### src/rtl/fht_frame_sched.sv
// Frame sequencer around fht_control: loads N samples into four banks, kicks the core,
// waits for completion, then streams the results out through a 2-entry skid FIFO.
module fht_frame_sched #(
    parameter int N     = 1024,
    parameter int A_BIT = 8,
    parameter int D_BIT = 16,
    parameter int TMO   = 65535
) (
    input  logic             iCLK,
    input  logic             iRESET,
    input  logic             iFRAME_GO,
    input  logic             iIN_VALID,
    input  logic [D_BIT-1:0] iIN_DATA,
    output logic             oIN_READY,
    output logic             oLD_WE,
    output logic [1:0]       oLD_BANK,
    output logic [A_BIT-1:0] oLD_ADDR,
    output logic [D_BIT-1:0] oLD_DATA,
    output logic             oFHT_START,
    input  logic             iFHT_RDY,
    output logic             oUL_RE,
    output logic [1:0]       oUL_BANK,
    output logic [A_BIT-1:0] oUL_ADDR,
    input  logic [D_BIT-1:0] iUL_DATA,
    output logic             oOUT_VALID,
    output logic [D_BIT-1:0] oOUT_DATA,
    input  logic             iOUT_READY,
    output logic             oOWNER,
    output logic             oBUSY,
    output logic             oFRAME_DONE,
    output logic             oERR_TMO
);

    localparam int KW = A_BIT + 2;
    localparam logic [KW-1:0] K_LAST  = KW'(N - 1);
    localparam logic [15:0]   RUN_MAX = 16'(TMO);
    localparam bit            TMO_ON  = (TMO != 0);

    typedef enum logic [2:0] {
        S_IDLE,
        S_LOAD,
        S_START,
        S_ARM,
        S_RUN,
        S_UNLOAD,
        S_DONE
    } state_t;

    state_t state, state_nx;

    logic [KW-1:0]    k;
    logic [KW-1:0]    out_cnt;
    logic             issue_done;
    logic             start_cnt;
    logic [2:0]       arm_cnt;
    logic [15:0]      run_cnt;
    logic             rdy_q;
    logic             err;
    logic             set_err;
    logic             clr_err;

    logic [D_BIT-1:0] fifo_mem [2];
    logic             wr_ptr;
    logic             rd_ptr;
    logic [1:0]       fifo_cnt;
    logic             inflight;

    logic             ld_xfer;
    logic             pop;
    logic [2:0]       pending;
    logic             ul_re;
    logic             last_pop;
    logic             run_hit;

    assign ld_xfer  = (state == S_LOAD) && iIN_VALID;
    assign pop      = (fifo_cnt != 2'd0) && iOUT_READY;
    // A pop in this cycle frees its slot before the issued read lands, which keeps
    // full throughput with ready held high while still never overfilling the FIFO.
    assign pending  = 3'(fifo_cnt) + 3'(inflight) - 3'(pop);
    assign ul_re    = (state == S_UNLOAD) && !issue_done && (pending < 3'd2);
    assign last_pop = pop && (out_cnt == K_LAST);
    assign run_hit  = TMO_ON && (run_cnt == RUN_MAX);

    always_comb begin
        state_nx = state;
        set_err  = 1'b0;
        clr_err  = 1'b0;
        case (state)
            S_IDLE: begin
                if (iFRAME_GO) begin
                    state_nx = S_LOAD;
                    clr_err  = 1'b1;
                end
            end
            S_LOAD: begin
                if (ld_xfer && (k == K_LAST)) begin
                    state_nx = S_START;
                end
            end
            S_START: begin
                if (start_cnt) begin
                    state_nx = S_ARM;
                end
            end
            S_ARM: begin
                if (!iFHT_RDY) begin
                    state_nx = S_RUN;
                end else if (arm_cnt == 3'd7) begin
                    state_nx = S_IDLE;
                    set_err  = 1'b1;
                end
            end
            S_RUN: begin
                if (iFHT_RDY && !rdy_q) begin
                    state_nx = S_UNLOAD;
                end else if (run_hit) begin
                    state_nx = S_IDLE;
                    set_err  = 1'b1;
                end
            end
            S_UNLOAD: begin
                if (last_pop) begin
                    state_nx = S_DONE;
                end
            end
            S_DONE: begin
                state_nx = S_IDLE;
            end
            default: begin
                state_nx = S_IDLE;
            end
        endcase
    end

    // Every counter restarts whenever its owning state is (re)entered.
    always_ff @(posedge iCLK) begin
        if (!iRESET) begin
            state      <= S_IDLE;
            k          <= '0;
            out_cnt    <= '0;
            issue_done <= 1'b0;
            start_cnt  <= 1'b0;
            arm_cnt    <= 3'd0;
            run_cnt    <= 16'd0;
            rdy_q      <= 1'b0;
            err        <= 1'b0;
            wr_ptr     <= 1'b0;
            rd_ptr     <= 1'b0;
            fifo_cnt   <= 2'd0;
            inflight   <= 1'b0;
        end else begin
            state <= state_nx;
            rdy_q <= iFHT_RDY;

            if (clr_err) begin
                err <= 1'b0;
            end else if (set_err) begin
                err <= 1'b1;
            end

            if (state != state_nx) begin
                k <= '0;
            end else if (ld_xfer || ul_re) begin
                k <= k + KW'(1);
            end

            if (state != S_UNLOAD) begin
                issue_done <= 1'b0;
                out_cnt    <= '0;
            end else begin
                if (ul_re && (k == K_LAST)) begin
                    issue_done <= 1'b1;
                end
                if (pop) begin
                    out_cnt <= out_cnt + KW'(1);
                end
            end

            start_cnt <= (state == S_START) ? ~start_cnt : 1'b0;
            arm_cnt   <= (state == S_ARM) ? arm_cnt + 3'd1 : 3'd0;

            if (state != S_RUN) begin
                run_cnt <= 16'd0;
            end else if (run_cnt != 16'hFFFF) begin
                run_cnt <= run_cnt + 16'd1;
            end

            inflight <= ul_re;
            if (inflight) begin
                wr_ptr <= ~wr_ptr;
            end
            if (pop) begin
                rd_ptr <= ~rd_ptr;
            end
            fifo_cnt <= fifo_cnt + 2'(inflight) - 2'(pop);
        end
    end

    always_ff @(posedge iCLK) begin
        if (inflight) begin
            fifo_mem[wr_ptr] <= iUL_DATA;
        end
    end

    // Address/data buses are held at zero unless their strobe is active.
    always_comb begin
        oIN_READY   = (state == S_LOAD);
        oLD_WE      = ld_xfer;
        oLD_BANK    = ld_xfer ? k[1:0] : 2'd0;
        oLD_ADDR    = ld_xfer ? k[KW-1:2] : '0;
        oLD_DATA    = ld_xfer ? iIN_DATA : '0;
        oFHT_START  = (state == S_START);
        oUL_RE      = ul_re;
        oUL_BANK    = ul_re ? k[1:0] : 2'd0;
        oUL_ADDR    = ul_re ? k[KW-1:2] : '0;
        oOUT_VALID  = (fifo_cnt != 2'd0);
        oOUT_DATA   = (fifo_cnt != 2'd0) ? fifo_mem[rd_ptr] : '0;
        oOWNER      = (state == S_START) || (state == S_ARM) || (state == S_RUN);
        oBUSY       = (state != S_IDLE);
        oFRAME_DONE = (state == S_DONE);
        oERR_TMO    = err;
    end

endmodule
### config.mk
export PLATFORM = sky130hd
export DESIGN_NAME = fht_frame_sched
export DESIGN_NICKNAME = d
export VERILOG_FILES = /design/src/rtl/fht_frame_sched.sv
export SDC_FILE = /design/constraint.sdc
export NUM_CORES = 1
export LEC_CHECK = 0
export CORE_ASPECT_RATIO = 1.25
export CORE_UTILIZATION = 68
export DETAILED_ROUTE_END_ITERATION = 12
export DONT_BUFFER_PORTS = 1
export PLACE_DENSITY = 0.82
export SYNTH_ARGS = -nofsm -noshare
export SYNTH_HDL_FRONTEND = slang
export SYNTH_SLANG_ARGS = --single-unit
### constraint.sdc
create_clock -name iCLK -period 7.8 [get_ports iCLK]
set_input_delay 1.56 -clock iCLK [delete_from_list [all_inputs] [get_ports iCLK]]
set_output_delay 1.56 -clock iCLK [all_outputs]
set_load 0.02 [all_outputs]
==> metrics.yaml, run 1 <==
cp-end-kind: "output port"
gp_congestion: 0.785
drc: 0
n_fill_cell: 394
grt_use_total_pct: 23.7
synthesis.instances: 393
route.antenna.remaining_nets: 0
ys_types: 48
status: "complete, no violations"
cts.sinks: 84
whs_ps: 435
post_cts_buffers: 0
period_minus_slack_ps: 5740
final_area_mm2: 0.00417
cts_resized: 0
ctsHoldBuffers: 0
max_clock_freq_ghz: 0.174
numPortBuffers: 0
multi_input_area_mm2: 0.00185
drive_above_1_share_pct: 8.08
cts_tree: "yes"
clk_latency_ps: 360
cts_root_buf: "clkbuf_8"
internal_power_w: 0.000634
relSlewSlack_pct: 30.4
die_w_um: 70.3
areaGrowthSynthToFinish_pct: 5.24
totalNegativeSetupSlack_ps: 0
antenna_found_initial: 0
grt_overflow: 0
synth_most_common_cell: "nor2_1"
htree_num_levels: 3
synth_nets: 439
synth_ff_type: "dfxtp_1"
netlist.top_cell.by_area: "dfxtp_1"
wl_per_cell_um: 15.1
power_frac_comb_pct: 18.7
core.rowCount: 30
async_flop_share_pct: 0
start_util_pct: 71.8
die_area_mm2: 0.00614
timing_max_transition_violations_final: 0
crit_arrival_ps: 4180
period_share_pct: 73.6
required_ps: 6240
synth_area_mm2: 0.00396
p_sw_w: 0.000307
avgSynthCellArea_um2: 10.1
dr.pass1.iters: 4
synth_edf_count: 32
clkSlewWorstSetupHoldPaths_ps: 80
p_seq_share_pct: 51.5
synth_top_area_share_pct: 26.3
cp_max_fo: 12
viasPerCell: 5.95
finalSetupViolations: 0
min_path_type: "register to register"
grt_pass1_vias: 2539
p_sw_share_pct: 32.7
critPathLaunchType: "primary input"
drt-total-wl_um: 6950
synth.area.top_cells: "dfxtp_1 (26%), edfxtp_1 (24%), and2_1 (6.6%)"
cts-buffers-inserted: 9
placed_area_mm2: 0.00399
core_mm2: 0.00552
drt_iter0_drc: 86
utilization_pct: 75.6
worstSetupPathType: "primary input to output port"
hold_viol: 0
worst_pin_slew_ps: 1040
vias: 2739
ys_seq_area_share_pct: 50.5
die_h_um: 87.3
grt_pass1_wl_um: 11300
clkPwrFrac_pct: 29.8
clock_path_buffers: 2
power_w: 0.000942
grt_max_degree: 31
p_leak_nw: 1.39
synth-seq-cells: 84
fin_nets: 437
seqCellArea_mm2: 0.00200
finClkSkew_ps: 11.1
p_per_area_mw_per_mm2: 226
dpl.hpwl_um: 4950
rsz0062_at_grt: "no"
ioPinCount: 99
synthTopCellsByCount: "nor2_1 (58), dfxtp_1 (52), and2_1 (42)"
antennaDiodeCount: 0
yosys_warnings: 0
max-cap-violations: 0
peakVddDrop_v: 0.000168
per-layer routing:
| layer | global-route usage, % | up-vias | part of all wire [%] |
|---|---|---|---|
| met5 | 0 | - | 0 |
| met4 | 11.3 | 0 | 1.8 |
| met3 | 6.25 | 12 | 5.8 |
| met2 | 41.6 | 88 | 51 |
| met1 | 26.8 | 1288 | 41 |
| li1 | - | 1351 | - |
layout by cell type, fill, tap and decap left out, types with 2 or more instances in the layout:
cell type,n
nor2_1,58
dfxtp_1,52
and2_1,42
edfxtp_1,32
xnor2_1,25
nor3_1,24
nand2_1,21
mux2i_1,18
a21oi_1,10
nand3_1,9
clkbuf_8,9
inv_1,8
nand4_1,7
xor2_1,7
nor4_1,7
ha_1,7
nand2b_1,5
nor2b_1,5
and3_1,5
o21ai_0,4
nor3b_1,4
inv_6,4
clkinv_1,2
a221oi_2,2
nor4b_2,2
or3_1,2
buf_4,2
flip-flops by register name, indices dropped and copies added (netlist names), 2 cells and up, named ones only:
register,flops
state,3
fifo_cnt,2
run_cnt,16
k,10
out_cnt,10
fifo_mem,32
arm_cnt,3
power groups by stage:
| stage | logic, W | registers, W | clock network, W |
|---|---|---|---|
| 6_report | 0.000176 | 0.000485 | 0.000280 |
| 3_5_place_dp | 0.000178 | 0.000495 | 0 |
| 3_3_place_gp | 0.000172 | 0.000495 | 0 |
| 2_1_floorplan | 0.000172 | 0.000478 | 0 |
| 4_1_cts | 0.000179 | 0.000486 | 0.000287 |
| 5_1_grt | 0.000193 | 0.000487 | 0.000308 |
cells by family after synthesis:
family | count (synthesis) | synth area share, %
AND/OR/NAND/NOR | 201 | 27.6
flip-flops | 84 | 50.5
XOR/XNOR | 32 | 7.08
buffers and inverters | 25 | 2.65
AO/OA/AOI/OAI | 24 | 4.49
multiplexers | 19 | 4.90
adder cells (fa/ha/maj) | 8 | 2.72
cell type report:
class | instances | share of cell area (%)
Timing Repair Buffer | 2 | 0.360
Inverter | 10 | 0.900
Tap cell | 64 | 1.92
Multi-Input combinational cell | 284 | 44.5
Clock inverter | 7 | 1.35
Clock buffer | 9 | 2.97
Sequential cell | 84 | 48.0
critical path, cell delays in order:
cell and delay [ps]:
o21ai_1 190, clkinv_1 300, ha_1 340, inv_1 50
ha_1 140, inv_1 50, fa_1 500, nor2b_1 280
nand2_1 120, nor3_1 150, buf_4 220, and2_1 260
worst paths after layout:
kind	startpoint	end	slack, ps	cells past startpoint
setup / recovery	iOUT_READY	oUL_ADDR[0]	2060	12
hold / removal	arm_cnt[0]	arm_cnt[0]	430	1
setup reg to reg	fifo_cnt[1]	k[6]	4550	12
hold reg to reg	arm_cnt[0]	arm_cnt[0]	430	1
metrics by stage:
step | worst slack (ps) | instances
after global routing | 1850 | 460
final | 2060 | 460
after floorplan | 2060 | 393
after CTS | 2060 | 460
after detailed placement | 2080 | 444
after global placement | 2200 | 444
Power figures use the tool's default switching activity.
==> run 2: changes to the inputs <==
--- a/config.mk
+++ b/config.mk
@@ -6,10 +6,10 @@
 export NUM_CORES = 1
 export LEC_CHECK = 0
 export CORE_ASPECT_RATIO = 1.25
-export CORE_UTILIZATION = 68
+export CORE_UTILIZATION = 63
 export DETAILED_ROUTE_END_ITERATION = 12
 export DONT_BUFFER_PORTS = 1
-export PLACE_DENSITY = 0.82
+export PLACE_DENSITY = 0.77
 export SYNTH_ARGS = -nofsm -noshare
 export SYNTH_HDL_FRONTEND = slang
 export SYNTH_SLANG_ARGS = --single-unit
==> constraint.sdc (replaced) <==
create_clock -name iCLK -period 5.45 [get_ports iCLK]
set_input_delay 1.09 -clock iCLK [delete_from_list [all_inputs] [get_ports iCLK]]
set_output_delay 1.09 -clock iCLK [all_outputs]
set_load 0.02 [all_outputs]
==> run 2 against run 1 <==
Against the previous run:
- clock skew shrank 0.78 ps
- highest routed layer unchanged
- routed wire length fell by 0.32%
- worst hold slack got worse by 0.62 ps
- non-clock buffer count grew 1
- core utilization decreased by 4.3 points
- largest cell class unchanged
- design area increased by 1.5%
- power grew 48%
- combinational power grew 44%
- register-to-register slack got worse by 2300 ps
- global-route usage shrank 1.7 points
==> metrics.yaml, run 2 (synthesis results as in run 1) <==
grt_pass1_wl_um: 11200  # was 11300 um
drive_above_1_share_pct: 8.31  # was 8.08%
p_per_area_mw_per_mm2: 329  # was 226 mW/mm2
crit_path_cell_trace: "o21ai_1 -> clkinv_1 -> ha_1 -> inv_1 -> ha_1 -> inv_1 -> fa_1 -> nor2b_1 -> nand2_1 -> nor3_1 -> buf_4 -> and2_1"  # unchanged
slowest_delay_ps: 500  # about the same
max_clock_freq_ghz: 0.208
start_util_pct: 66.8  # was 71.8%
critPathLaunchType: "primary input"  # unchanged
htree_num_levels: 3  # unchanged
r2r_slack_ps: 2220  # was 4550 ps
grt_max_degree: 31  # unchanged
vias: 2738  # was 2739
dr.pass1.iters: 4  # unchanged
p_sw_w: 0.000439  # was 0.000307 W
finalSetupViolations: 0  # unchanged
cts_root_buf: "clkbuf_8"  # unchanged
die_w_um: 72.9  # was 70.3 um
status: "complete, no violations"  # unchanged
crit_slowest_cell: "fa_1"  # unchanged
p_sw_share_pct: 31.5  # was 32.7%
cts-buffers-inserted: 9  # unchanged
rsz0062_at_grt: "no"  # unchanged
hold_viol: 0  # unchanged
viasPerCell: 5.72  # was 5.95
route.antenna.remaining_nets: 0  # unchanged
cp-end-kind: "output port"  # unchanged
grt_use_total_pct: 22.0  # was 23.7%
placed_area_mm2: 0.00402  # was 0.00399 mm2
antenna_found_initial: 0  # unchanged
grt_overflow: 0  # unchanged
clock_path_buffers: 2  # unchanged
drt-total-wl_um: 6930  # was 6950 um
peakVddDrop_v: 0.000176  # was 0.000168 V
worst_pin_slew_ps: 1010  # was 1040 ps
mostFrequentLayoutCells: "nor2_1 (58), dfxtp_1 (52), and2_1 (42)"  # unchanged
ctsHoldBuffers: 0  # unchanged
dpl.hpwl_um: 5020  # was 4950 um
largest_register: "fifo_mem"  # unchanged
power_w: 0.00139  # was 0.000942 W
numPortBuffers: 0  # unchanged
areaGrowthSynthToFinish_pct: 6.82  # was 5.24%
cts_tree: "yes"  # unchanged
top_regs: "fifo_mem (32), run_cnt (16)"  # unchanged
cts.sinks: 84  # unchanged
final_area_mm2: 0.00423  # was 0.00417 mm2
fin_nets: 438  # was 437
ioPinCount: 99  # unchanged
totalNegativeSetupSlack_ps: 0  # unchanged
cp_max_fo: 12  # unchanged
p_seq_share_pct: 49.8  # was 51.5%
core_mm2: 0.00593  # was 0.00552 mm2
post_cts_buffers: 0  # unchanged
clkPwrFrac_pct: 32.0  # was 29.8%
drc: 0  # unchanged
clk_latency_ps: 350  # was 360 ps
relSlewSlack_pct: 32.2  # was 30.4%
crit_arrival_ps: 3710  # was 4180 ps
timing_max_transition_violations_final: 0  # unchanged
power_frac_comb_pct: 18.2  # was 18.7%
gp_congestion: 0.820  # was 0.785
largest_register_ffs: 32  # unchanged
period_minus_slack_ps: 4800
cts_resized: 0  # unchanged
grt_pass1_vias: 2512  # was 2539
drt_iter0_drc: 77  # was 86
required_ps: 4360  # was 6240 ps
antennaDiodeCount: 0  # unchanged
crit_family: "adder cells"  # unchanged
die_area_mm2: 0.00661  # was 0.00614 mm2
whs_ps: 434  # was 435 ps
worstSetupPathType: "primary input to output port"  # unchanged
core.rowCount: 31  # was 30
finClkSkew_ps: 10.3  # was 11.1 ps
critPathBufInv: 4  # unchanged
min_path_type: "register to register"  # unchanged
period_share_pct: 88.0
clkSlewWorstSetupHoldPaths_ps: 90  # was 80 ps
die_h_um: 90.7  # was 87.3 um
max-cap-violations: 0  # unchanged
p_leak_nw: 1.41  # was 1.39 nW
utilization_pct: 71.3  # was 75.6%
wl_per_cell_um: 14.5  # was 15.1 um
internal_power_w: 0.000954  # was 0.000634 W
final_common_cell: "nor2_1"  # unchanged
## run 2: cell types whose count changed in the layout (fill, tap and decap cells not counted), sizes merged
cell / change
buf: +1
bufinv: +1
clkinv: +3
inv: -4
## run 2: final cells by class
cell class              instances  area, um2
clock inverters                 7       88.8
flip-flops and latches         84       2000
clock buffers                   9        124
fillers                       467       1700
multi-input cells             284       1850
repair buffers                  3       22.5
well taps                      82        103
inverters                      10       37.5
## run 2: layer usage
metal	vias to the layer above	wire [um]	GRT usage (%)	share of wire (%)
li1	1354	-	-	-
met5	-	0	0	0
met1	1308	2950	26.3	43
met3	8	347	5.69	5.0
met2	68	3540	36.8	51
met4	0	93	9.31	1.3
## run 2: path summary, 6_finish.rpt
path,start,to,cells after the start
worst max-delay path,iOUT_READY,oUL_ADDR[6],12
worst min-delay path,arm_cnt[0],arm_cnt[0],1
worst min register to register,arm_cnt[0],arm_cnt[0],1
worst max register to register,fifo_cnt[1],k[6],12
## run 2: through the flow
stage / cells / setup slack [ps]
2_1_floorplan: 393 / 651
3_3_place_gp: 463 / 793
3_5_place_dp: 463 / 661
4_1_cts: 479 / 663
5_1_grt: 479 / 430
6_report: 479 / 653
## run 2: power by group through the flow
| stage | clock (W) | combinational, W | sequential (W) |
|---|---|---|---|
| after CTS | 0.000457 | 0.000254 | 0.000695 |
| after detailed placement | 0 | 0.000251 | 0.000710 |
| after floorplan | 0 | 0.000247 | 0.000684 |
| final | 0.000446 | 0.000253 | 0.000694 |
| after global routing | 0.000481 | 0.000279 | 0.000698 |
| after global placement | 0 | 0.000246 | 0.000708 |
## run 2: worst reg2reg max path: cells and delay by family, from the launching register on
family,cells,cell delay (ps)
AO/OA/AOI/OAI,2,550
adder cells (fa/ha/maj),3,980
AND/OR/NAND/NOR,3,640
flip-flops,1,370
buffers and inverters,3,420
XOR/XNOR,1,150
